### config.mk
export PLATFORM = sky130hd
export DESIGN_NAME = cnu_c2v_expander_flat
export DESIGN_NICKNAME = d
export VERILOG_FILES = /design/src/rtl/cnu_c2v_expander_if.sv /design/src/rtl/cnu_c2v_expander.sv /design/src/flat_wrapper.sv
export SDC_FILE = /design/constraint.sdc
export NUM_CORES = 1
export LEC_CHECK = 0
export ABC_AREA = 0
export CORE_ASPECT_RATIO = 0.75
export CORE_MARGIN = 3
export CORE_UTILIZATION = 40
export CTS_BUF_LIST = sky130_fd_sc_hd__clkbuf_16
export CTS_CLUSTER_DIAMETER = 120
export DETAILED_ROUTE_END_ITERATION = 6
export HOLD_SLACK_MARGIN = 0.15
export MAX_ROUTING_LAYER = met4
export PLACE_DENSITY = 0.66
export SLEW_MARGIN = 0
export SYNTH_ARGS = -nofsm -noshare
export SYNTH_HDL_FRONTEND = slang
export SYNTH_SLANG_ARGS = --single-unit
### constraint.sdc
create_clock -name sys_clk -period 1.9 [get_ports sys_clk]
set_input_delay 0.19 -clock sys_clk [delete_from_list [all_inputs] [get_ports sys_clk]]
set_output_delay 0.19 -clock sys_clk [all_outputs]
set_load 0.05 [all_outputs]
### src/rtl/cnu_c2v_expander_if.sv
// Record-in / per-edge-message-out handshake bundle for the C2V expander.
// Master drives records and consumes messages; slave is the expander itself.
// Sign-recovery ports exist only when CNU_SIGN_RECOVER_EN is defined.
interface cnu_c2v_expander_if #(
   parameter int CN_DEGREE          = 6,
   parameter int QUAN_SIZE          = 3,
   parameter int MIN_INDEX_BITWIDTH = $clog2(CN_DEGREE)
);
   logic                          in_valid;
   logic                          in_ready;
   logic [QUAN_SIZE-1:0]          in_m1;
   logic [QUAN_SIZE-1:0]          in_m2;
   logic [MIN_INDEX_BITWIDTH-1:0] in_min_1_index;
   logic                          out_valid;
   logic                          out_ready;
   logic [QUAN_SIZE-1:0]          out_msg;
   logic [MIN_INDEX_BITWIDTH-1:0] out_edge;
   logic                          out_last;
`ifdef CNU_SIGN_RECOVER_EN
   logic [CN_DEGREE-1:0]          in_sign_vec;
   logic                          out_sign;
`endif

   modport master (
      output in_valid, in_m1, in_m2, in_min_1_index, out_ready,
`ifdef CNU_SIGN_RECOVER_EN
      output in_sign_vec,
      input  out_sign,
`endif
      input  in_ready, out_valid, out_msg, out_edge, out_last
   );

   modport slave (
      input  in_valid, in_m1, in_m2, in_min_1_index, out_ready,
`ifdef CNU_SIGN_RECOVER_EN
      input  in_sign_vec,
      output out_sign,
`endif
      output in_ready, out_valid, out_msg, out_edge, out_last
   );
endinterface

### src/rtl/cnu_c2v_expander.sv
// Expands one compressed check-node record (min1, min2, min1 index) into CN_DEGREE C2V messages, one edge per beat.
// Latency: record accepted in cycle N -> edge 0 valid in cycle N+1; CN_DEGREE cycles per record back-to-back.
// Backpressure: out_ready low freezes the current beat; in_ready is combinational from out_ready on the last beat.
// Optional macro CNU_SIGN_RECOVER_EN adds per-edge sign recovery (in_sign_vec / out_sign).
module cnu_c2v_expander #(
   parameter int CN_DEGREE          = 6,
   parameter int QUAN_SIZE          = 3,
   parameter int MIN_INDEX_BITWIDTH = $clog2(CN_DEGREE)
) (
   input  logic              sys_clk,
   input  logic              rstn,
   cnu_c2v_expander_if.slave bus,
   output logic              busy
);
   localparam logic [MIN_INDEX_BITWIDTH-1:0] LAST_EDGE = MIN_INDEX_BITWIDTH'(CN_DEGREE - 1);

   typedef enum logic {IDLE, EMIT} state_t;

   state_t                        state, state_nxt;
   logic [QUAN_SIZE-1:0]          held_m1;
   logic [QUAN_SIZE-1:0]          held_m2;
   logic [MIN_INDEX_BITWIDTH-1:0] held_index;
   logic [MIN_INDEX_BITWIDTH-1:0] edge_nxt;
   logic                          fire;
   logic                          load;
`ifdef CNU_SIGN_RECOVER_EN
   logic [CN_DEGREE-1:0]          held_sign;
   logic                          held_parity;
`endif

   // out_edge doubles as the edge counter; it never advances past the last edge
   assign fire         = bus.out_valid && bus.out_ready;
   assign bus.in_ready = (state == IDLE) || ((state == EMIT) && bus.out_last && bus.out_ready);
   assign load         = bus.in_valid && bus.in_ready;
   assign edge_nxt     = bus.out_edge + 1'b1;
   assign busy         = (state == EMIT);

   // state register
   always_ff @(posedge sys_clk or negedge rstn) begin
      if (!rstn) state <= IDLE;
      else       state <= state_nxt;
   end

   // next state: leave EMIT only after the last beat is taken with no record waiting
   always_comb begin
      state_nxt = state;
      case (state)
         IDLE:    if (bus.in_valid) state_nxt = EMIT;
         EMIT:    if (fire && bus.out_last && !bus.in_valid) state_nxt = IDLE;
         default: state_nxt = IDLE;
      endcase
   end

   // held record and registered beat outputs; a new record overrides advancing the current one
   always_ff @(posedge sys_clk or negedge rstn) begin
      if (!rstn) begin
         held_m1       <= '0;
         held_m2       <= '0;
         held_index    <= '0;
         bus.out_valid <= 1'b0;
         bus.out_msg   <= '0;
         bus.out_edge  <= '0;
         bus.out_last  <= 1'b0;
`ifdef CNU_SIGN_RECOVER_EN
         held_sign     <= '0;
         held_parity   <= 1'b0;
         bus.out_sign  <= 1'b0;
`endif
      end else begin
         bus.out_valid <= (state_nxt == EMIT);
         if (load) begin
            held_m1      <= bus.in_m1;
            held_m2      <= bus.in_m2;
            held_index   <= bus.in_min_1_index;
            bus.out_edge <= '0;
            bus.out_msg  <= (bus.in_min_1_index == '0) ? bus.in_m2 : bus.in_m1;
            bus.out_last <= 1'b0;
`ifdef CNU_SIGN_RECOVER_EN
            held_sign    <= bus.in_sign_vec;
            held_parity  <= ^bus.in_sign_vec;
            bus.out_sign <= (^bus.in_sign_vec) ^ bus.in_sign_vec[0];
`else
            // magnitude-only build: no sign state to capture
`endif
         end else if (fire && !bus.out_last) begin
            bus.out_edge <= edge_nxt;
            bus.out_msg  <= (edge_nxt == held_index) ? held_m2 : held_m1;
            bus.out_last <= (edge_nxt == LAST_EDGE);
`ifdef CNU_SIGN_RECOVER_EN
            bus.out_sign <= held_parity ^ held_sign[edge_nxt];
`endif
         end
      end
   end
endmodule

### src/flat_wrapper.sv
// flat-port wrapper written by rule: the top's interface ports become plain ports
module cnu_c2v_expander_flat 
#(
   parameter int CN_DEGREE          = 6,
   parameter int QUAN_SIZE          = 3,
   parameter int MIN_INDEX_BITWIDTH = $clog2(CN_DEGREE)
)
  (sys_clk, rstn, busy, bus_in_valid, bus_in_m1, bus_in_m2, bus_in_min_1_index, bus_out_ready, bus_in_ready, bus_out_valid, bus_out_msg, bus_out_edge, bus_out_last);
  cnu_c2v_expander_if #(.CN_DEGREE(CN_DEGREE), .QUAN_SIZE(QUAN_SIZE), .MIN_INDEX_BITWIDTH(MIN_INDEX_BITWIDTH)) bus_i ();
  input  logic sys_clk;
  input  logic rstn;
  output logic busy;
  input wire logic [$bits(bus_i.in_valid)-1:0] bus_in_valid;
  input wire logic [$bits(bus_i.in_m1)-1:0] bus_in_m1;
  input wire logic [$bits(bus_i.in_m2)-1:0] bus_in_m2;
  input wire logic [$bits(bus_i.in_min_1_index)-1:0] bus_in_min_1_index;
  input wire logic [$bits(bus_i.out_ready)-1:0] bus_out_ready;
  output wire logic [$bits(bus_i.in_ready)-1:0] bus_in_ready;
  output wire logic [$bits(bus_i.out_valid)-1:0] bus_out_valid;
  output wire logic [$bits(bus_i.out_msg)-1:0] bus_out_msg;
  output wire logic [$bits(bus_i.out_edge)-1:0] bus_out_edge;
  output wire logic [$bits(bus_i.out_last)-1:0] bus_out_last;
  assign bus_i.in_valid = bus_in_valid;
  assign bus_i.in_m1 = bus_in_m1;
  assign bus_i.in_m2 = bus_in_m2;
  assign bus_i.in_min_1_index = bus_in_min_1_index;
  assign bus_i.out_ready = bus_out_ready;
  assign bus_in_ready = bus_i.in_ready;
  assign bus_out_valid = bus_i.out_valid;
  assign bus_out_msg = bus_i.out_msg;
  assign bus_out_edge = bus_i.out_edge;
  assign bus_out_last = bus_i.out_last;
  cnu_c2v_expander #(.CN_DEGREE(CN_DEGREE), .QUAN_SIZE(QUAN_SIZE), .MIN_INDEX_BITWIDTH(MIN_INDEX_BITWIDTH)) u_core (.sys_clk(sys_clk), .rstn(rstn), .bus(bus_i), .busy(busy));
endmodule
# Yosys cells after proc, flatten, opt, wreduce, memory -nomap -nowiden
# Index checks and enable logic that the tools add are counted.
word_totals:
  wordCells: 34
  reg_bits: 17
  output_inout_bits: 10
classes:
  bitwise_logic: 1
  eq_ne: 2
  mux: 11
  n_reduce_logical: 12
  n_addsub: 1
op_table:
  columns: ["op", "n"]
  rows:
  - ["3-bit 2-to-1 mux", 6]
  - ["1-bit logical AND", 7]
  - ["1-bit 2-to-1 mux", 4]
  - ["3-bit by 1-bit adder with 3-bit output, second input constant", 1]
  - ["3-bit == test", 1]
  - ["3-bit == test, second input constant", 1]
  - ["3-bit logical NOT", 1]
  - ["1-bit logical NOT", 2]
  - ["1-bit one-hot mux with 2 select lines", 1]
  - ["2-bit nonzero test", 1]
  - ["1-bit logical OR", 1]
  - ["1-bit NOT", 1]

# Longest topological paths before layout
# Gate-level depths: netlist (run 1).
logic_depth:
  ltp_word: 5
  mapped_depth: 6

# Least setup slack after synthesis (run 1)
# No wires, ideal clock.
synth_timing:
  kind: "register -> register"
  start: "reg u_core.state, in the netlist u_core.busy"
  end: "reg u_core.held_index[0]"
  required_time_ps: 1775
  arrival_ps: 1806
  slack_ps: -30
  stages_incl_launch_ff: 4
  period_less_slack_ps: 1930
  cell_sequence: "dfrtp_1 -> nand2_1 -> nand2_2 -> mux2_2"
synth_via:
  elab_chain_cells: 4
  word_cells_on_any_way: 5
synth_rtl:
  columns: ["item", "line", "source"]
  rows:
  - ["from (decl)", "cnu_c2v_expander.sv:19", "state_t state, state_nxt;"]
  - ["from (signal assigned)", "cnu_c2v_expander.sv:41", "else state <= state_nxt;"]
  - ["1-bit logical AND (2 in a row)", "cnu_c2v_expander.sv:33", "assign bus.in_ready = (state == IDLE) || ((state == EMIT) && bus.out_last && bus.out_ready);"]
  - ["1-bit logical OR *", "cnu_c2v_expander.sv:33", null]
  - ["via bus_in_ready", "flat_wrapper.sv:18", "output wire logic [$bits(bus_i.in_ready)-1:0] bus_in_ready;"]
  - ["1-bit logical AND *", "cnu_c2v_expander.sv:34", "assign load = bus.in_valid && bus.in_ready;"]
  - ["to (signal assigned)", "cnu_c2v_expander.sv:74", "held_index <= bus.in_min_1_index;"]
  - ["to (decl)", "cnu_c2v_expander.sv:22", "logic [MIN_INDEX_BITWIDTH-1:0] held_index;"]
# Mark *: on every way through the listed nets, which the timed path passes. The rest lies on a longest branch.
# A chain may end at the register's enable or synchronous reset.

# Final worst setup path (run 1)
layout_timing:
  start: "reg u_core.bus.out_edge[2]"
  end: "out bus_out_edge[2]"
layout_lines:
  columns: ["item", "line", "source"]
  rows:
  - ["from (decl)", "cnu_c2v_expander_if.sv:39", "output in_ready, out_valid, out_msg, out_edge, out_last"]
  - ["from (signal assigned)", "cnu_c2v_expander.sv:86", "bus.out_edge <= edge_nxt;"]
  - ["to (decl)", "flat_wrapper.sv:21", "output wire logic [$bits(bus_i.out_edge)-1:0] bus_out_edge;"]
# No word-level cell between the ends.

==> results of run 1 <==
per-stage QoR:
| stage | instance area, sq um | instances | hold slack [ns] | util [%] | power, W |
|---|---|---|---|---|---|
| after CTS | 1305 | 146 | 0.2712 | 60.57 | 0.002375 |
| after global routing | 1305 | 146 | 0.3076 | 60.57 | 0.002519 |
| after global placement | 1222 | 142 | 0.4883 | 56.74 | 0.001905 |
| after floorplan | 973.4 | 91 | -0.1056 | - | 0.001563 |
| after detailed placement | 1222 | 142 | 0.4956 | 56.74 | 0.001925 |
| final | 1305 | 146 | 0.2612 | 60.57 | 0.002359 |
layer usage:
layer / global-route usage [%] / vias to the layer above / wire, um
li1: - / 366 / -
met1: 21.51 / 366 / 984
met2: 23.82 / 26 / 916
met3: 6.019 / 2 / 162
met4: 1.099 / 0 / 4
met5: - / - / 0
cell type report:
cell class | count | area (sq um)
flip-flops and latches | 17 | 425.4
inverters | 7 | 26.28
well taps | 32 | 40.04
clock inverters | 1 | 7.507
multi-input cells | 63 | 498.0
repair buffers | 23 | 232.7
clock buffers | 3 | 75.07
fillers | 198 | 849.6
path summary, 6_finish.rpt:
check / end / slack, ns / cells past startpoint
min: u_core.bus.out_edge[2] / 0.26 / 2
max reg2reg: u_core.bus.out_msg[0] / 0.17 / 5
min reg2reg: u_core.held_m2[0] / 0.51 / 1
max: bus_out_edge[2] / 0.16 / 1
max in group asynchronous: u_core.held_m2[0] / 1.44 / 2
min in group sys_clk: u_core.held_m2[0] / 0.51 / 1
logic make-up (layout without fill, tap and decap cells):
family                     count (synthesis)  count (layout)  synth area share, %
adders and majority gates                  2               2                2.577
buffers and inverters                     11              34                5.154
xor gates and xnor gates                   4               4                5.026
muxes                                     15              15                16.62
AOI/OAI and AO/OA                         23              23                15.46
and+or+nand+nor                           19              19                11.34
DFF                                       17              17                43.81
power groups by stage:
stage	clock, W	combinational (W)	sequential, W
final	0.000440	0.00120	0.000714
after global routing	0.000463	0.00131	0.000750
after CTS	0.000442	0.00122	0.000714
after detailed placement	0	0.00121	0.000720
after global placement	0	0.00120	0.000708
after floorplan	0	0.000624	0.000939
Yosys cell counts, types with 2 or more instances:
library cell and n:
nand2b_1 2, o21ai_1 3, ha_1 2, nor2b_1 2, inv_1 7, buf_4 2
o21ai_0 11, nand2_1 6, a22oi_1 3, mux2_2 9, xor2_1 2, mux2i_1 6
a221o_1 3, dfrtp_1 17, nor2_1 3
sequential cells by signal, summed over array words and instances (netlist names):
signal               cells
u_core.busy              1
u_core.bus.out_last      1
u_core.bus.out_edge      3
u_core.held_index        3
u_core.held_m2           3
u_core.bus.out_msg       3
u_core.held_m1           3
==> run metrics, run 1 <==
CTS clk-pin slew, worst paths=0.06 ns; Synth top area share=43.81%; crit path from=u_core.bus.out_edge[2]; port bufs=22; Relative slew margins=66.88%; GRT Overall Usage=15.94%; TritonCTS clock tree=yes; hold buffers post-CTS=0; sequential area share after synthesis=43.81%; CP bufs+invs=1; part of the power in combinational logic=51.1%; Via-to-Cell Ratio=5.205; Core ar.=2155 sq um; Ports=23; Die ar.=3061 sq um; GP Congestion=0.7736; Synth area leader=dfrtp_1; post-layout minimum cycle time=1.742 ns; postcts setup bufs=0; Synth Warn #=0; total grt overflow=0; internal power=0.001365 W; most frequent cells in the layout=clkdlybuf4s50_1, dfrtp_1, o21ai_0; run status=finished clean; flops & latches, synth=17; post-synthesis cell area=970.9 sq um; CP Class=reg2out; VDD IR max=0.6583 mV; Worst Setup Start Kind=flop; Post-Syn Nets=106; clock sinks=17; Area contributors post-synth=dfrtp_1, mux2_2, mux2i_1; CTS Buf Count=3; initial antenna violation count=0; Place WS=0.1750 ns; nets@finish=130; power share of the sequential group=30.3%; cell area power density=1807 nW/um^2; synth unique cells=28; CP max stage delay=0.84 ns; vias in the first global route=750; Rows=14; Clock Root Buffer=clkbuf_16; Setup violations, final=0; HPWL after DPL=1533 um; first-pass GRT wire length=3650 um; NetSw=0.0009936 W; Clk pwr share=18.7%; Clock Path Buffers=2; H-tree depth=1; Antenna Nets Post-Route=0; DR vias=760; Starting Density=45.06%; largest net degree at the start of global routing=18; Post-synth EDFFs=0; final worst setup slack=0.1579 ns; Final Max Tran Viols=0; drt drc=0; worst hold path type=in2async; Setup Skew=0.002380 ns; fmax=574.0 MHz; setup TNS=0 ns; average routed wire per standard cell=14.16 um; RSZ-0062 raised after global routing=false; CP delay by family, top=buffers and inverters; Worst Tran Pin Value=0.4953 ns; share of synthesized registers carrying an async set or reset=100.0%; Die Y=48.67 um; Top FF cell, synth=dfrtp_1; Final Hold Fails=0; final period utilization=91.69%; crit-path cells=clkdlybuf4s50_1; commonest non-fill, non-tap cell in the layout=clkdlybuf4s50_1; clk_lat worst skew=0.25 ns; CP max stage cell=clkdlybuf4s50_1; r2r startpoint=u_core.bus.out_edge[0]; DR pass1 iterations=4; Max Cap Viol=0; PostCTS Resize Cnt=0; Max FO, Critical Path=5; static leakage=0.5736 nW; Data required, critical path=1.71 ns; layout cell share with drive strength beyond 1=18.42%; Synth Instances=91; Post-Route WL=2067 um; critical path arrival=1.55 ns; Layout area overhead=34.41%; overall die width=62.89 um; CP Capture Type=output pin; 1st-iter DRT viols=33; sw frac=42.12%; n_diodes=0; syn_area_per_cell=10.67 sq um
No activity file was read; power rests on OpenSTA's default activity.
==> run 2, diff against run 1 <==
--- a/config.mk
+++ b/config.mk
@@ -6,6 +6,7 @@
 export NUM_CORES = 1
 export LEC_CHECK = 0
 export ABC_AREA = 0
+export CAP_MARGIN = 20
 export CORE_ASPECT_RATIO = 0.75
 export CORE_MARGIN = 3
 export CORE_UTILIZATION = 40
@@ -14,7 +15,7 @@
 export DETAILED_ROUTE_END_ITERATION = 6
 export HOLD_SLACK_MARGIN = 0.15
 export MAX_ROUTING_LAYER = met4
-export PLACE_DENSITY = 0.66
+export PLACE_DENSITY = 0.72
 export SLEW_MARGIN = 0
 export SYNTH_ARGS = -nofsm -noshare
 export SYNTH_HDL_FRONTEND = slang
==> run metrics, run 2 (synthesis gave the netlist of run 1 again) <==
Data required, critical path=1.71 ns; post-layout util=61.27%; drt drc=0; cell area power density=1790 nW/um^2; Starting Density=45.06%; CP Class=reg2out; total chip power=0.002362 W; VDD IR max=0.7472 mV; DR pass1 iterations=4; Rows=14; vias in the first global route=730; nets@finish=132; CP max stage delay=0.80 ns; fmax=565.7 MHz; PostCTS Resize Cnt=0; average routed wire per standard cell=13.93 um; largest net degree at the start of global routing=18; port bufs=22; final period utilization=93.04%; layout cell share with drive strength beyond 1=19.83%; TritonCTS clock tree=yes; run status=finished clean; most frequent cells in the layout=clkdlybuf4s50_1, dfrtp_1, o21ai_0; H-tree depth=1; Via-to-Cell Ratio=5.135; overall die width=62.89 um; clk_lat worst skew=0.25 ns; CP bufs+invs=2; crit-path cells=buf_4 -> clkdlybuf4s50_1; Relative slew margins=66.63%; filler instances=190; 1st-iter DRT viols=48; Post-Route WL=2061 um; Clock Path Buffers=2; static leakage=0.5829 nW; setup TNS=0 ns; critical path arrival=1.58 ns; RSZ-0062 raised after global routing=false; crit path from=u_core.bus.out_edge[0]; CP Capture Type=output pin; Max Cap Viol=0; clock sinks=17; worst hold path type=in2async; Core ar.=2155 sq um; Die Y=48.67 um; hold slack=0.2762 ns; CTS Buf Count=3; worst setup path end=bus_out_edge[0]; reg2reg end=u_core.bus.out_msg[0]; Layout area overhead=35.95%; r2r startpoint=u_core.bus.out_edge[1]; CP delay by family, top=buffers and inverters; Levels on crit path=2; Final Max Tran Viols=0; Final Hold Fails=0; Setup violations, final=0; Ports=23; R2R depth=5; postcts setup bufs=0; GP Congestion=0.8452; top layer in use=met3; initial antenna violation count=0; Clock Root Buffer=clkbuf_16; reg-to-reg slack, setup=0.27 ns; CP max stage cell=clkdlybuf4s50_1; WL met3=173 um; Setup Skew=0.001577 ns; total grt overflow=0; Worst Tran Pin Value=0.4989 ns; WL met1=964 um; GRT Overall Usage=15.42%; post-layout minimum cycle time=1.768 ns; commonest non-fill, non-tap cell in the layout=clkdlybuf4s50_1; n_diodes=0; Antenna Nets Post-Route=0; first-pass GRT wire length=3560 um; Worst Setup Start Kind=flop; CTS clk-pin slew, worst paths=0.05 ns; HPWL after DPL=1582 um; Max FO, Critical Path=4; hold buffers post-CTS=0; Met2 Wirelength=923 um; DR vias=760; Die ar.=3061 sq um
run 2: cell types whose count changed in the layout (fill, tap and decap cells not counted):
cell	previous run	this run
buf_4	3	5
run 2: worst register-to-register path: stages (launching register included):
cell and delay, ns:
dfrtp_1 0.39, ha_1 0.24, xnor3_1 0.43, nand3_2 0.13, mux2i_1 0.25, o21ai_1 0.08
run 2: cell type report:
cell class | count | area (sq um) | share of cell area [%]
multi-input cells | 63 | 498.0 | 37.73
clock inverters | 1 | 7.507 | 0.5687
inverters | 7 | 26.28 | 1.991
well taps | 32 | 40.04 | 3.033
clock buffers | 3 | 75.07 | 5.687
repair buffers | 25 | 247.7 | 18.77
flip-flops and latches | 17 | 425.4 | 32.23
run 2: per-layer routing:
layer  up-vias  GRT usage, %
met1       352         20.58
li1        375             -
met2        33         22.42
met4         0         4.396
met5         -             -
met3         0         4.861
run 2: where the power goes:
part	switching, W	leakage, nW	internal, W	total, W
clock	0.000143	0.0371	0.000284	0.000427
sequential	0.000157	0.202	0.000540	0.000698
combinational	0.000680	0.344	0.000558	0.00124
run 2: worst min-delay path by stage:
stage	end	slack, ns	cells after the start
after floorplan	u_core.bus.out_edge[0]	-0.11	0
after global placement	u_core.held_m2[1]	0.49	1
after detailed placement	u_core.held_m2[0]	0.49	1
after CTS	u_core.bus.out_edge[1]	0.29	2
after global routing	u_core.bus.out_edge[2]	0.31	2
final	u_core.bus.out_edge[2]	0.28	2
run 2: metrics by stage:
| step | instances | cell area (sq um) | setup slack (ns) |
|---|---|---|---|
| final | 148 | 1320 | 0.1323 |
| after global routing | 148 | 1320 | 0.05515 |
| after CTS | 148 | 1320 | 0.1245 |
| after detailed placement | 144 | 1237 | 0.1869 |
| after global placement | 144 | 1237 | 0.2138 |
| after floorplan | 91 | 973.4 | 0.05059 |
